**config.mk**
```make
export PLATFORM = sky130hd
export DESIGN_NAME = wfq_ftime_calc
export DESIGN_NICKNAME = d
export VERILOG_FILES = /design/src/rtl/wfq_ftime_calc.sv
export SDC_FILE = /design/constraint.sdc
export NUM_CORES = 1
export LEC_CHECK = 0
export ABC_AREA = 0
export ABC_CLOCK_PERIOD_IN_PS = 16700
export BUFFER_PORTS_ARGS = -buffer_cell sky130_fd_sc_hd__buf_2
export CAP_MARGIN = 20
export CORE_MARGIN = 4
export CORE_UTILIZATION = 28
export DETAILED_ROUTE_END_ITERATION = 12
export GPL_ROUTABILITY_DRIVEN = 0
export PLACE_DENSITY_LB_ADDON = 0.05
export SLEW_MARGIN = 20
export SYNTH_ARGS = -nofsm -noshare
export SYNTH_HDL_FRONTEND = slang
export SYNTH_SLANG_ARGS = --single-unit
```
**constraint.sdc**
```tcl
create_clock -name clk -period 16.7 [get_ports clk]
set_clock_uncertainty 0.05 [all_clocks]
set_input_delay 5.01 -clock clk [delete_from_list [all_inputs] [get_ports clk]]
set_output_delay 5.01 -clock clk [all_outputs]
set_load 0.1 [all_outputs]
```
**src/rtl/wfq_ftime_calc.sv**
```systemverilog
// Per-flow WFQ finish-time calculator: read previous F from the finish-time RAM,
// compute F = later(vtime, prev) + (len >> w_shift), write it back and present it downstream.
module wfq_ftime_calc #(
  parameter int N  = 13,
  parameter int L  = 11,
  parameter int FW = N + 3
) (
  input  logic          clk,
  input  logic          rst_n,
  input  logic          in_valid,
  output logic          in_ready,
  input  logic [N-1:0]  in_flow_id,
  input  logic [L-1:0]  in_len,
  input  logic [3:0]    in_w_shift,
  input  logic [FW-1:0] in_vtime,
  output logic          out_valid,
  input  logic          out_ready,
  output logic [N-1:0]  out_flow_id,
  output logic [FW-1:0] out_ftime,
  input  logic          clr,
  output logic          busy,
  output logic          ram_we,
  output logic [N-1:0]  ram_w_addr,
  output logic [N-1:0]  ram_r_addr,
  output logic [FW-1:0] ram_din,
  input  logic [FW-1:0] ram_dout
);

  typedef enum logic [2:0] {S_IDLE, S_RD, S_CALC, S_OUT, S_CLR} state_t;

  localparam logic [FW-1:0] HALF = {1'b1, {(FW-1){1'b0}}};

  state_t        r_state;
  logic [N-1:0]  r_flow;
  logic [L-1:0]  r_len;
  logic [3:0]    r_shift;
  logic [FW-1:0] r_vtime;
  logic          r_pend;
  logic [N-1:0]  r_cnt;
  logic [N-1:0]  r_out_flow;
  logic [FW-1:0] r_out_ftime;

  logic [FW-1:0] w_diff;
  logic          w_prev_later;
  logic [FW-1:0] w_start;
  logic [FW-1:0] w_incr;
  logic [FW-1:0] w_ftime;
  logic          w_accept;

  // Serial-number compare: prev is "later" when (vtime - prev) lands in the upper half.
  assign w_diff       = r_vtime - ram_dout;
  assign w_prev_later = (w_diff >= HALF);
  assign w_start      = w_prev_later ? ram_dout : r_vtime;
  assign w_incr       = FW'(r_len) >> r_shift;
  assign w_ftime      = w_start + w_incr;

  // A clear request arriving this cycle also blocks acceptance, so clear wins a tie.
  assign in_ready = (r_state == S_IDLE) && !r_pend && !clr;
  assign w_accept = in_valid && in_ready;

  assign busy        = r_pend || (r_state == S_CLR);
  assign out_valid   = (r_state == S_OUT);
  assign out_flow_id = r_out_flow;
  assign out_ftime   = r_out_ftime;
  assign ram_we      = (r_state == S_CALC) || (r_state == S_CLR);
  assign ram_w_addr  = (r_state == S_CLR) ? r_cnt : r_flow;
  assign ram_din     = (r_state == S_CALC) ? w_ftime : '0;
  assign ram_r_addr  = r_flow;

  // NOTE: all state uses non-blocking assignments so every register samples pre-edge values.
  // The external RAM is not reset here; a clr sweep after reset zeroes it.
  always_ff @(posedge clk or negedge rst_n) begin
    if (!rst_n) begin
      r_state     <= S_IDLE;
      r_flow      <= '0;
      r_len       <= '0;
      r_shift     <= '0;
      r_vtime     <= '0;
      r_pend      <= 1'b0;
      r_cnt       <= '0;
      r_out_flow  <= '0;
      r_out_ftime <= '0;
    end else begin
      if (clr && r_state != S_CLR) r_pend <= 1'b1;

      case (r_state)
        S_IDLE: begin
          if (r_pend) begin
            r_cnt   <= '0;
            r_state <= S_CLR;
          end else if (w_accept) begin
            r_flow  <= in_flow_id;
            r_len   <= in_len;
            r_shift <= in_w_shift;
            r_vtime <= in_vtime;
            r_state <= S_RD;
          end
        end
        S_RD:   r_state <= S_CALC;
        S_CALC: begin
          r_out_flow  <= r_flow;
          r_out_ftime <= w_ftime;
          r_state     <= S_OUT;
        end
        S_OUT:  if (out_ready) r_state <= S_IDLE;
        S_CLR: begin
          r_cnt <= r_cnt + N'(1);
          if (r_cnt == '1) begin
            r_pend  <= 1'b0;
            r_state <= S_IDLE;
          end
        end
        default: r_state <= S_IDLE;
      endcase
    end
  end

endmodule

```
======== Yosys cells after proc, flatten, opt, wreduce, memory -nomap -nowiden ========
Index checks and enable logic that the tools add are counted.
word-level totals
  input port bits ......................... 65
  output and inout port bits .............. 75
  word-level logic and storage cells ...... 51
  flip-flop bits (word level) ............. 90
cells by class
  shift-type cells ........................ 1
  bitwise operators ....................... 1
  equal/unequal tests ..................... 10
  reduce and logical (&&, ||, !) cells .... 13
  $add $sub $neg .......................... 3
  order comparisons ....................... 1
  muxes and demuxes ....................... 13
operator list
  operator                 count
  $mux W16                 2
  $mux W13                 2
  $pmux W13 S2             1
  $add A16 B16 Y16         1
  $ge A16 B16 Y1 const B   1
  $shr A11 B4 Y16          1
  $sub A16 B16 Y16         1
  $pmux W3 S5              1
  $add A13 B1 Y13 const B  1
  $eq A13 B13 Y1 const B   1
  $mux W3                  4
  $eq A3 B2 Y1 const B     2
  $ne A3 B3 Y1 const B     2
  $reduce_and A3 Y1        2
  $logic_and A1 B1 Y1      4
  $ne A2 B1 Y1 const B     2
  $eq A3 B1 Y1 const B     1
  $eq A3 B3 Y1 const B     1
  $logic_not A3 Y1         1
  $mux W1                  3
  $logic_not A1 Y1         2
  $logic_or A1 B1 Y1       2
  $ne A2 B2 Y1 const B     1
  $reduce_and A2 Y1        1
  2 further kinds          2

======== Longest topological paths before layout ========
Gate-level depths: netlist (run 1).
  depth after elaboration ................. 7
  depth in mapped cells ................... 20
  depth with buffers taken out ............ 19

======== Worst setup path after synthesis (run 1) ========
No wires, ideal clock.
  path type ............................... input port to output port
  start ................................... input port ram_dout[4]
  end ..................................... output port ram_din[6]
  slack ................................... 1.798 ns
  arrival ................................. 9.842 ns
  cell stages on the path ................. 16
  required time ........................... 11.640 ns
  path buffers ............................ 0
  path through ............................ inv_1 -> ha_1 -> a21o_1 -> a211o_1 -> o21ai_1 -> nand3_1 -> nand2_4 -> mux2_2 -> ha_1 -> inv_1 -> fa_1 -> nor2b_1 -> o31a_1 -> o21a_1 -> o21a_1 -> nor3_1
between the ends
  word-level cells in the longest chain between the ends .. 5
RTL lines
  what                line  text
  start, declared     26    input logic [FW-1:0] ram_dout
  $sub A16 B16 Y16    51    assign w_diff = r_vtime - ram_dout;
  $ge A16 B16 Y1      52    assign w_prev_later = (w_diff >= HALF);
  $mux W16 *          53    assign w_start = w_prev_later ? ram_dout : r_vtime;
  $add A16 B16 Y16 *  55    assign w_ftime = w_start + w_incr;
  $mux W16 *          67    assign ram_din = (r_state == S_CALC) ? w_ftime : '0;
  end, declared       25    output logic [FW-1:0] ram_din,
Every way passes the cells marked *; elsewhere a longest branch is shown, timed or not.

======== Final worst setup path (run 1) ========
  start ................................... input port ram_dout[4]
  end ..................................... output port ram_din[12]
The elaborated chain is that of the path after synthesis.

==> reports/metrics.csv, run 1 <==
stage;metric;value;unit
setup_path;RR Endpoint;out_ftime[12]$_DFFE_PN0N_;
detailed_routing;Antenna Violating Nets Remaining;0;
synth;Mapped Avg Cell Area;9.41;um^2
sta;RSZ-0062 raised after global routing;false;
clock_tree;clock-pin slew on the worst setup and hold paths;0.07;ns
floorplanning;Cell Rows;49;
global_routing;total global routing track utilization;14.7;%
setup_path;R2R setup slack;12.24;ns
floorplanning;core area;18300;um^2
setup_path;WP data arrival;9.38;ns
setup_path;reg2reg start;r_vtime[10]$_DFFE_PN0P_;
setup_path;Worst EP required;11.64;ns
synth;post-synth top area share;42.6;%
synth;largest cells by area after synthesis;dfrtp_1 43%, mux2_2 10%, nand2_1 8.5%, ha_1 6.4%, o21ai_0 3.5%;
synth;Syn Std Cell Area;5280;um^2
setup_path;reg2reg path depth;18;
power_and_ir_drop;Net Switching;0.369;mW
global_routing;initial antenna violation count;0;
synth;library cells used by synthesis;57;
layout;nets;786;
clock_tree;CTS Buf Count;9;
detailed_routing;DR vias;4425;
global_routing;vias in the first global route;4740;
layout;FF+latch area;2250;um^2
synth;number of enable flip-flop cells after synthesis;0;
layout;share of cells above drive strength 1;31.6;%
synth;register area share after synthesis;42.6;%
sta;final setup violation count;0;
sta;Final Hold Fails;0;
clock_tree;Gates resized, CTS repair;0;
sta;final worst-path cycle share;86.5;%
global_routing;largest net degree at the start of global routing;53;
power_and_ir_drop;clock power share;25.1;%
power_and_ir_drop;sw frac;48.1;%
global_routing;met3 usage;3.11;%
synth;area leader, netlist;dfrtp_1;
setup_path;CP Class;in2out;
place;dpl hpwl;11200;um
clock_tree;CTS tree;built;
floorplanning;Starting Density;28.9;%
place;IO buf count;139;
sta;Slew @ Worst Pin;0.831;ns
layout;synth-to-layout area growth;22.8;%
sta;fmax;69.2;MHz
synth;syn_nets;654;
min_path;Worst Hold Class;reg2reg;
detailed_routing;initial drt markers;166;
clock_tree;CTS root buf;clkbuf_16;
power_and_ir_drop;Power per Cell Area;118;nW/um^2
global_routing;first-pass GRT wire length;25100;um
sta;Pins Over Slew Limit;0;
min_path;worst hold start;out_ftime[5]$_DFFE_PN0N_;
global_routing;grt met2 use;23.3;%
floorplanning;Die Y;145;um
power_and_ir_drop;leak pwr;3.44;nW
layout;commonest non-fill, non-tap cell in the layout;buf_2;
detailed_routing;drt first pass iters;5;
synth;Yosys warning count;0;
clock_tree;count of hold-fix buffers inserted at cts;0;
synth;main flop type after synthesis;dfrtp_1;
clock_tree;clock buffer depth;2;
status;status;completed;
sta;Rel. slew slack;44.0;%
clock_tree;clk sinks;90;
setup_path;startpoint type of the worst setup path;input port;
place;placed cells;911;
power_and_ir_drop;VDD IR max;129;uV
floorplanning;die extent in x;145;um
detailed_routing;routed wire length;14800;um
layout;final std cells w/o fill;926;
clock_tree;Post-CTS Setup Inserts;0;
setup_path;Worst setup EP type;primary output;
detailed_routing;drt drc;0;
power_and_ir_drop;combinational fraction of design power;40.0;%
clock_tree;number of H-tree levels;3;
sta;fin crit period;14.44;ns
min_path;hold depth;1;
run;Max Cap Viol;0;
global_routing;met1 usage;20.1;%
min_path;Hold Path End;out_ftime[5]$_DFFE_PN0N_;
layout;multi-input logic area;2850;um^2
global_routing;grt ovf;0;
floorplanning;I/O Pins;140;
layout;commonest cells after routing, fill and taps aside;138 x buf_2, 118 x nand2_1, 90 x dfrtp_1, 48 x mux2_2, 37 x o21ai_0;
floorplanning;die footprint;21100;um^2
global_routing;layer with the highest usage;met2;
layout;Antenna diodes;0;
synth;Seq cells post-synth;90;
synth;Synth async-reset ratio;100;%
sta;setup_tns;0;ns
detailed_routing;via-per-instance ratio;4.78;
synth;Synth Instances;561;
setup_path;worst-path maximum fanout;25;
detailed_routing;DR WL/cell;16.0;um
layout;Fillers;1956;
clock_tree;Skew-Pair Late Insertion Delay;0.35;ns
power_and_ir_drop;Seq pwr share;35.0;%
power_and_ir_drop;Pint;0.399;mW
worst max-delay path by stage:
stage / start / endpoint / slack, ns / cells after the start
CTS: ram_dout[4] / ram_din[12] / 2.22 / 21
floorplan: ram_dout[4] / ram_din[6] / 1.80 / 16
global placement: ram_dout[4] / ram_din[12] / 2.31 / 21
global route: ram_dout[10] / ram_din[14] / 1.79 / 21
detailed placement: ram_dout[4] / ram_din[12] / 2.23 / 21
finish: ram_dout[4] / ram_din[12] / 2.26 / 21
registers in the layout, summed over array words and instances, names as in the netlist:
signal       flops
ram_r_addr      13
r_shift          4
r_vtime         16
r_cnt           13
r_pend           1
r_state          3
r_len           11
out_flow_id     13
out_ftime       16
cell type report:
class	instances	area share (%)
Clock inverter	5	0.598
Timing Repair Buffer	144	11.3
Inverter	24	1.39
Clock buffer	10	3.53
Tap cell	229	4.42
Sequential cell	90	34.7
Multi-Input combinational cell	424	44.0
metal layers:
layer | wire [um] | share of wire, % | vias up
met1 | 7280 | 49 | 2071
met4 | 194 | 1.3 | 0
met3 | 686 | 4.6 | 15
li1 | - | - | 2234
met5 | 0 | 0 | -
met2 | 6660 | 45 | 105
power groups by stage:
stage | sequential, mW | clock [mW] | combinational [mW]
final | 0.269 | 0.192 | 0.307
after global routing | 0.274 | 0.210 | 0.326
after CTS | 0.268 | 0.202 | 0.310
after detailed placement | 0.272 | 0 | 0.310
after global placement | 0.272 | 0 | 0.309
after floorplan | 0.395 | 0 | 0.124
critical path: stages:
cell and delay [ns]:
buf_2 0.07, inv_1 0.04, ha_1 0.30, a21o_1 0.16, a211o_1 0.32, o21ai_1 0.22
nand3_1 0.21, nand2_4 0.30, mux2_2 0.21, ha_1 0.20, inv_1 0.07, fa_1 0.37
nor2b_1 0.20, o31a_1 0.20, nor3_1 0.06, o21a_1 0.21, o31ai_1 0.26, a21boi_1 0.24
xnor2_1 0.15, and2_1 0.14, buf_2 0.42
stage by stage:
step                total power [mW]  hold slack, ns  util [%]  worst slack (ns)  area [um^2]
CTS                            0.781           0.430      35.5              2.22         6490
detailed placement             0.582           0.411      34.0              2.23         6220
floorplan                      0.518           0.411         -              1.80         5280
finish                         0.768           0.426      35.5              2.26         6490
global route                   0.809           0.453      35.5              1.79         6490
global placement               0.580           0.404      34.0              2.31         6220
Yosys cell counts (all sizes together), types with 3 or more instances:
cell type	instances
a211oi	5
a21o	13
a21oi	24
a31oi	4
and2	6
and3	3
buf	7
clkbuf	16
dfrtp	90
ha	27
inv	23
mux2	49
mux2i	13
mux4	3
nand2	120
nand3	13
nand4	5
nor2	26
nor2b	4
nor3	11
o211ai	4
o21a	6
o21ai	43
o21bai	3
o31ai	3
xnor2	8
xor2	3
logic make-up (layout without fill, tap and decap cells):
group                      after synthesis  after routing  synth area share, %
and+or+nand+nor                        202            202                 17.1
xor gates and xnor gates                11             11                 1.82
muxes                                   65             65                 14.3
AOI/OAI and AO/OA                      118            118                 14.0
adders and majority gates               28             28                 6.78
buffers and inverters                   47            183                 3.46
DFF                                     90             90                 42.6
Note: power is estimated with default switching activity, not from simulation.
==> inputs of run 2 (changes only) <==
--- a/config.mk
+++ b/config.mk
@@ -9,7 +9,8 @@
 export ABC_CLOCK_PERIOD_IN_PS = 16700
 export BUFFER_PORTS_ARGS = -buffer_cell sky130_fd_sc_hd__buf_2
 export CAP_MARGIN = 20
-export CORE_MARGIN = 4
+export CORE_ASPECT_RATIO = 0.5
+export CORE_MARGIN = 2
 export CORE_UTILIZATION = 28
 export DETAILED_ROUTE_END_ITERATION = 12
 export GPL_ROUTABILITY_DRIVEN = 0
==> run 2 against run 1 <==
Compared with the run above:
- sequential share of layout area shrank 0.34 points
- utilization barely moved
- fmax shrank 0.38%
- wire length rose by 0.67%
- largest cell class unchanged
- die area decreased by 5.1%
- critical path type unchanged
- non-clock buffer count down 1
- highest routed layer unchanged
- cell area increased by 1.0%
==> reports/metrics.csv, run 2 (synthesis gave the netlist of run 1 again) <==
stage;metric;value;unit;change
setup_path;WP data arrival;9.44;ns;+0.06 ns
min_path;hold depth;2;;+1
clock_tree;CTS Buf Count;9;;unchanged
layout;commonest non-fill, non-tap cell in the layout;buf_2;;
setup_path;Worst EP required;11.64;ns;about the same
detailed_routing;drt drc;0;;unchanged
layout;Fillers;1972;;+0.82%
global_routing;vias in the first global route;4641;;-2.1%
setup_path;startpoint type of the worst setup path;input port;;
clock_tree;Gates resized, CTS repair;0;;unchanged
sta;final setup violation count;0;;unchanged
sta;setup_tns;0;ns;unchanged
layout;share of cells above drive strength 1;31.7;%;+0.14 points
clock_tree;CTS tree;built;;
run;Max Cap Viol;0;;unchanged
floorplanning;core area;18400;um^2;+0.91%
global_routing;initial antenna violation count;0;;unchanged
setup_path;worst-path maximum fanout;25;;unchanged
global_routing;grt ovf;0;;unchanged
sta;fmax;69.0;MHz;-0.38%
place;dpl hpwl;11200;um;about the same
sta;Pins Over Slew Limit;0;;unchanged
clock_tree;clock-pin slew on the worst setup and hold paths;0.07;ns;about the same
status;status;completed;;
detailed_routing;DR vias;4444;;+0.43%
sta;RSZ-0062 raised after global routing;false;;
floorplanning;die extent in x;198;um;+36%
clock_tree;Post-CTS Setup Inserts;0;;unchanged
sta;Final Hold Fails;0;;unchanged
floorplanning;Starting Density;28.6;%;-0.26 points
detailed_routing;Antenna Violating Nets Remaining;0;;unchanged
power_and_ir_drop;Power per Cell Area;119;nW/um^2;+0.34%
power_and_ir_drop;leak pwr;3.44;nW;+0.25%
floorplanning;I/O Pins;140;;unchanged
clock_tree;clk sinks;90;;unchanged
clock_tree;clock buffer depth;2;;unchanged
sta;Rel. slew slack;40.4;%;-3.6 points
setup_path;reg2reg path depth;18;;unchanged
layout;Antenna diodes;0;;unchanged
setup_path;Worst setup EP type;primary output;;
detailed_routing;initial drt markers;159;;-4.2%
global_routing;first-pass GRT wire length;24200;um;-3.7%
sta;Slew @ Worst Pin;0.892;ns;+0.0607 ns
clock_tree;number of H-tree levels;3;;unchanged
floorplanning;Die Y;101;um;-30%
sta;final worst-path cycle share;86.8;%;+0.33 points
detailed_routing;DR WL/cell;15.6;um;-2.5%
clock_tree;CTS root buf;clkbuf_16;;
place;IO buf count;139;;unchanged
sta;Final Hold Slack;0.422;ns;-0.00469 ns
layout;synth-to-layout area growth;24.0;%;
floorplanning;die footprint;20000;um^2;-5.1%
clock_tree;Skew-Pair Late Insertion Delay;0.35;ns;about the same
floorplanning;Cell Rows;35;;-29%
min_path;Worst Hold Class;reg2reg;;
sta;fin crit period;14.50;ns;+0.0554 ns
detailed_routing;via-per-instance ratio;4.65;;-2.7%
global_routing;total global routing track utilization;15.8;%;+1.1 points
global_routing;largest net degree at the start of global routing;77;;+45%
clock_tree;count of hold-fix buffers inserted at cts;0;;unchanged
layout;nets;785;;-0.13%
layout;commonest cells after routing, fill and taps aside;138 x buf_2, 118 x nand2_1, 90 x dfrtp_1, 48 x mux2_2, 37 x o21ai_0;;
setup_path;CP Class;in2out;;
power_and_ir_drop;VDD IR max;82.9;uV;-35%
detailed_routing;drt first pass iters;4;;-1
detailed_routing;routed wire length;14900;um;+0.67%
run 2: cell count changes in the layout (fill, tap and decap cells not counted):
cell / before / now
buf_4: 6 / 4
buf_6: 0 / 1
clkbuf_1: 1 / 0
clkbuf_8: 0 / 3
clkinv_2: 1 / 0
clkinv_4: 1 / 0
clkinvlp_4: 1 / 2
run 2: worst paths after layout:
path | from | end | slack [ns]
max | ram_dout[10] | ram_din[12] | 2.20
max in group asynchronous | rst_n | r_vtime[13]$_DFFE_PN0P_ | 11.16
min in group asynchronous | rst_n | ram_r_addr[1]$_DFFE_PN0P_ | 4.46
min reg2reg | out_flow_id[3]$_DFFE_PN0N_ | out_flow_id[3]$_DFFE_PN0N_ | 0.42
min | out_flow_id[3]$_DFFE_PN0N_ | out_flow_id[3]$_DFFE_PN0N_ | 0.42
max reg2reg | r_vtime[10]$_DFFE_PN0P_ | out_ftime[12]$_DFFE_PN0N_ | 12.20
run 2: stage by stage:
step | instance area (um^2) | instances | setup slack, ns | power, mW | util (%)
2_1_floorplan | 5280 | 561 | 1.80 | 0.518 | -
3_3_place_gp | 6250 | 940 | 2.32 | 0.579 | 33.9
3_5_place_dp | 6250 | 940 | 2.21 | 0.580 | 33.9
4_1_cts | 6550 | 956 | 2.19 | 0.792 | 35.5
5_1_grt | 6550 | 956 | 1.66 | 0.822 | 35.5
6_report | 6550 | 956 | 2.20 | 0.778 | 35.5
run 2: worst max-delay path, stage by stage:
cell and delay, ns:
buf_2 0.08, inv_1 0.04, ha_1 0.32, a21oi_1 0.15
o21ai_0 0.13, a211oi_1 0.37, nand3_1 0.25, nand2_4 0.30
mux2_2 0.22, ha_1 0.19, inv_1 0.07, fa_1 0.37
nor2b_1 0.20, o31a_1 0.20, nor3_1 0.07, o21a_1 0.21
o31ai_1 0.26, a21boi_1 0.24, xnor2_1 0.16, and2_1 0.16
buf_2 0.42
run 2: area by class of cell:
class | count | area [um^2] | area share, %
Multi-Input combinational cell | 424 | 2850 | 43.6
Tap cell | 259 | 324 | 4.95
Timing Repair Buffer | 143 | 732 | 11.2
Inverter | 24 | 90.1 | 1.38
Clock inverter | 4 | 32.5 | 0.497
Clock buffer | 12 | 267 | 4.07
Sequential cell | 90 | 2250 | 34.4
run 2: power breakdown:
part           leakage (nW)  total [mW]  switching (mW)  internal, mW
Clock                 0.142       0.205          0.0909         0.114
Sequential             1.22       0.267          0.0235         0.244
Combinational          2.08       0.306           0.253        0.0526
run 2: layer usage:
layer	global-route usage [%]	wire length [um]	part of all wire [%]	vias to the layer above
li1	-	-	-	2222
met1	19.5	6990	47	2143
met2	27.2	7030	47	69
met3	5.02	754	5.1	10
met4	3.76	138	0.93	0
met5	0	0	0	-
==> inputs of run 3 (changes only) <==
--- a/config.mk
+++ b/config.mk
@@ -6,7 +6,7 @@
 export NUM_CORES = 1
 export LEC_CHECK = 0
 export ABC_AREA = 0
-export ABC_CLOCK_PERIOD_IN_PS = 16700
+export ABC_CLOCK_PERIOD_IN_PS = 15750
 export BUFFER_PORTS_ARGS = -buffer_cell sky130_fd_sc_hd__buf_2
 export CAP_MARGIN = 20
 export CORE_ASPECT_RATIO = 0.5
@@ -15,6 +15,7 @@
 export DETAILED_ROUTE_END_ITERATION = 12
 export GPL_ROUTABILITY_DRIVEN = 0
 export PLACE_DENSITY_LB_ADDON = 0.05
+export REMOVE_ABC_BUFFERS = 1
 export SLEW_MARGIN = 20
 export SYNTH_ARGS = -nofsm -noshare
 export SYNTH_HDL_FRONTEND = slang
==> constraint.sdc (replaced) <==
create_clock -name clk -period 15.75 [get_ports clk]
set_clock_uncertainty 0.05 [all_clocks]
set_input_delay 4.725 -clock clk [delete_from_list [all_inputs] [get_ports clk]]
set_output_delay 4.725 -clock clk [all_outputs]
set_load 0.1 [all_outputs]
==> run 3 against run 2 <==
Compared with the run above:
- combinational power grew 6%
- utilization about the same
- critical path depth is the same
- final cell count unchanged
- clock power is 9.8% higher
- cell area barely moved
- non-clock buffer count unchanged
- count of clock-buffer cells in the layout fell by 3
- worst setup slack worse by 0.43 ns
- global-route usage shrank 0.26 points
- sequential share of layout area is essentially flat
- first-iteration DRC count decreased by 5.0%
- critical path type unchanged
==> reports/metrics.csv, run 3 (synthesis gave the netlist of run 1 again) <==
stage;metric;value;unit;change
status;status;completed;;
layout;Antenna diodes;0;;unchanged
floorplanning;core area;18400;um^2;unchanged
setup_path;reg2reg start;r_vtime[10]$_DFFE_PN0P_;;
clock_tree;clock buffer depth;2;;unchanged
floorplanning;Die Y;101;um;unchanged
global_routing;total global routing track utilization;15.5;%;-0.26 points
sta;Final Hold Fails;0;;unchanged
layout;synth-to-layout area growth;24.0;%;about the same
place;IO buf count;139;;unchanged
power_and_ir_drop;combinational fraction of design power;38.9;%;-0.4 points
clock_tree;CTS tree;built;;
setup_path;WP data arrival;9.21;ns;-0.23 ns
floorplanning;Starting Density;28.6;%;unchanged
layout;commonest cells after routing, fill and taps aside;138 x buf_2, 118 x nand2_1, 90 x dfrtp_1, 48 x mux2_2, 37 x o21ai_0;;
sta;RSZ-0062 raised after global routing;false;;
clock_tree;Skew-Pair Late Insertion Delay;0.35;ns;about the same
floorplanning;die footprint;20000;um^2;unchanged
detailed_routing;drt first pass iters;4;;unchanged
layout;Fillers;1927;;-2.3%
layout;nets;785;;unchanged
power_and_ir_drop;sw frac;47.2;%;about the same
layout;commonest non-fill, non-tap cell in the layout;buf_2;;
floorplanning;Cell Rows;35;;unchanged
global_routing;vias in the first global route;4562;;-1.7%
sta;final worst-path cycle share;88.8;%;
layout;share of cells above drive strength 1;31.7;%;unchanged
layout;Final Util;35.5;%;about the same
run;Max Cap Viol;0;;unchanged
detailed_routing;via-per-instance ratio;4.70;;+1.2%
setup_path;Worst EP required;10.98;ns;-0.66 ns
min_path;worst hold start;out_flow_id[5]$_DFFE_PN0N_;;
setup_path;worst-path maximum fanout;25;;unchanged
setup_path;reg2reg path depth;18;;unchanged
power_and_ir_drop;Seq pwr share;34.1;%;-0.3 points
min_path;Worst Hold Class;reg2reg;;
global_routing;first-pass GRT wire length;23900;um;-1.1%
power_and_ir_drop;clock power share;27.0;%;+0.6 points
sta;fin crit period;13.98;ns;
sta;Slew @ Worst Pin;0.965;ns;+0.0730 ns
sta;final setup violation count;0;;unchanged
clock_tree;count of hold-fix buffers inserted at cts;0;;unchanged
detailed_routing;initial drt markers;151;;-5.0%
sta;Pins Over Slew Limit;0;;unchanged
detailed_routing;Antenna Violating Nets Remaining;0;;unchanged
global_routing;largest net degree at the start of global routing;60;;-22%
setup_path;startpoint type of the worst setup path;input port;;
place;dpl hpwl;11100;um;-0.23%
power_and_ir_drop;Pint;0.439;mW;+6.8%
clock_tree;CTS Buf Count;9;;unchanged
detailed_routing;drt drc;0;;unchanged
clock_tree;Post-CTS Setup Inserts;0;;unchanged
clock_tree;clk sinks;90;;unchanged
detailed_routing;DR vias;4496;;+1.2%
detailed_routing;routed wire length;14900;um;-0.17%
clock_tree;clock-pin slew on the worst setup and hold paths;0.07;ns;about the same
global_routing;initial antenna violation count;0;;unchanged
setup_path;R2R setup slack;11.20;ns;-1.00 ns
global_routing;grt ovf;0;;unchanged
detailed_routing;DR WL/cell;15.6;um;-0.17%
setup_path;RR Endpoint;out_ftime[12]$_DFFE_PN0N_;;
power_and_ir_drop;VDD IR max;92.1;uV;+11%
floorplanning;I/O Pins;140;;unchanged
power_and_ir_drop;Net Switching;0.392;mW;+6.8%
sta;setup_tns;0;ns;unchanged
sta;Rel. slew slack;35.5;%;-4.9 points
power_and_ir_drop;Power per Cell Area;127;nW/um^2;+6.8%
power_and_ir_drop;Pwr Total;0.831;mW;+6.8%
clock_tree;number of H-tree levels;3;;unchanged
power_and_ir_drop;leak pwr;3.45;nW;+0.21%
floorplanning;die extent in x;198;um;unchanged
setup_path;CP Class;in2out;;
min_path;hold depth;2;;unchanged
clock_tree;CTS root buf;clkbuf_16;;
sta;fmax;71.5;MHz;
min_path;Hold Path End;out_flow_id[5]$_DFFE_PN0N_;;
setup_path;Worst setup EP type;primary output;;
clock_tree;Gates resized, CTS repair;0;;unchanged
==> run 3: changes by cell type in the layout (fill, tap and decap cells not counted) <==
cell,previous run,this run
buf_4,4,5
buf_6,1,0
bufinv_16,0,1
clkbuf_8,3,0
clkinv_2,0,2
clkinv_4,0,2
clkinvlp_4,2,0
==> run 3: how the worst max path moves through the flow <==
stage,slack (ns),startpoint,end
final,1.77,ram_dout[10],ram_din[12]
after global routing,1.28,ram_dout[10],ram_din[12]
after CTS,1.81,ram_dout[10],ram_din[12]
after detailed placement,1.81,ram_dout[10],ram_din[12]
after global placement,1.92,ram_dout[10],ram_din[12]
after floorplan,1.32,ram_dout[4],ram_din[6]
==> run 3: metrics by stage <==
stage          setup slack [ns]  hold slack [ns]  area [um^2]  std cells
2_1_floorplan              1.32            0.411         5190        538
3_3_place_gp               1.92            0.407         6250        940
3_5_place_dp               1.81            0.408         6250        940
4_1_cts                    1.81            0.426         6550        956
5_1_grt                    1.28            0.445         6550        956
6_report                   1.77            0.419         6550        956
==> run 3: power by group through the flow <==
stage               combinational, mW  clock, mW  sequential [mW]
floorplan                       0.124          0            0.422
global placement                0.326          0            0.287
detailed placement              0.326          0            0.288
CTS                             0.327      0.233            0.283
global route                    0.344      0.245            0.288
finish                          0.323      0.225            0.283
==> run 3: critical path, stage by stage <==
cell      delay (ns)
buf_2           0.08
inv_1           0.05
ha_1            0.32
a21oi_1         0.14
o21ai_0         0.14
a211oi_1        0.40
nand3_1         0.26
nand2_4         0.31
mux2_2          0.21
ha_1            0.20
inv_1           0.07
fa_1            0.37
nor2b_1         0.21
o31a_1          0.22
nor3_1          0.06
o21a_1          0.21
o31ai_1         0.24
a21boi_1        0.24
xnor2_1         0.15
and2_1          0.15
buf_2           0.42
==> run 3: area by class of cell <==
class                   count  area (um^2)  area share [%]
well taps                 259          324            4.95
inverters                  24         90.1            1.38
clock inverters             7         75.1            1.15
multi-input cells         424         2850            43.6
flip-flops and latches     90         2250            34.4
clock buffers               9          225            3.44
repair buffers            143          728            11.1
==> run 3: layer usage <==
layer	vias to the layer above	track usage (%)	part of all wire, %
met5	-	0	0
met4	0	3.70	0.91
met3	11	3.88	4.0
met2	80	26.2	48
met1	2177	20.2	47
li1	2228	-	-
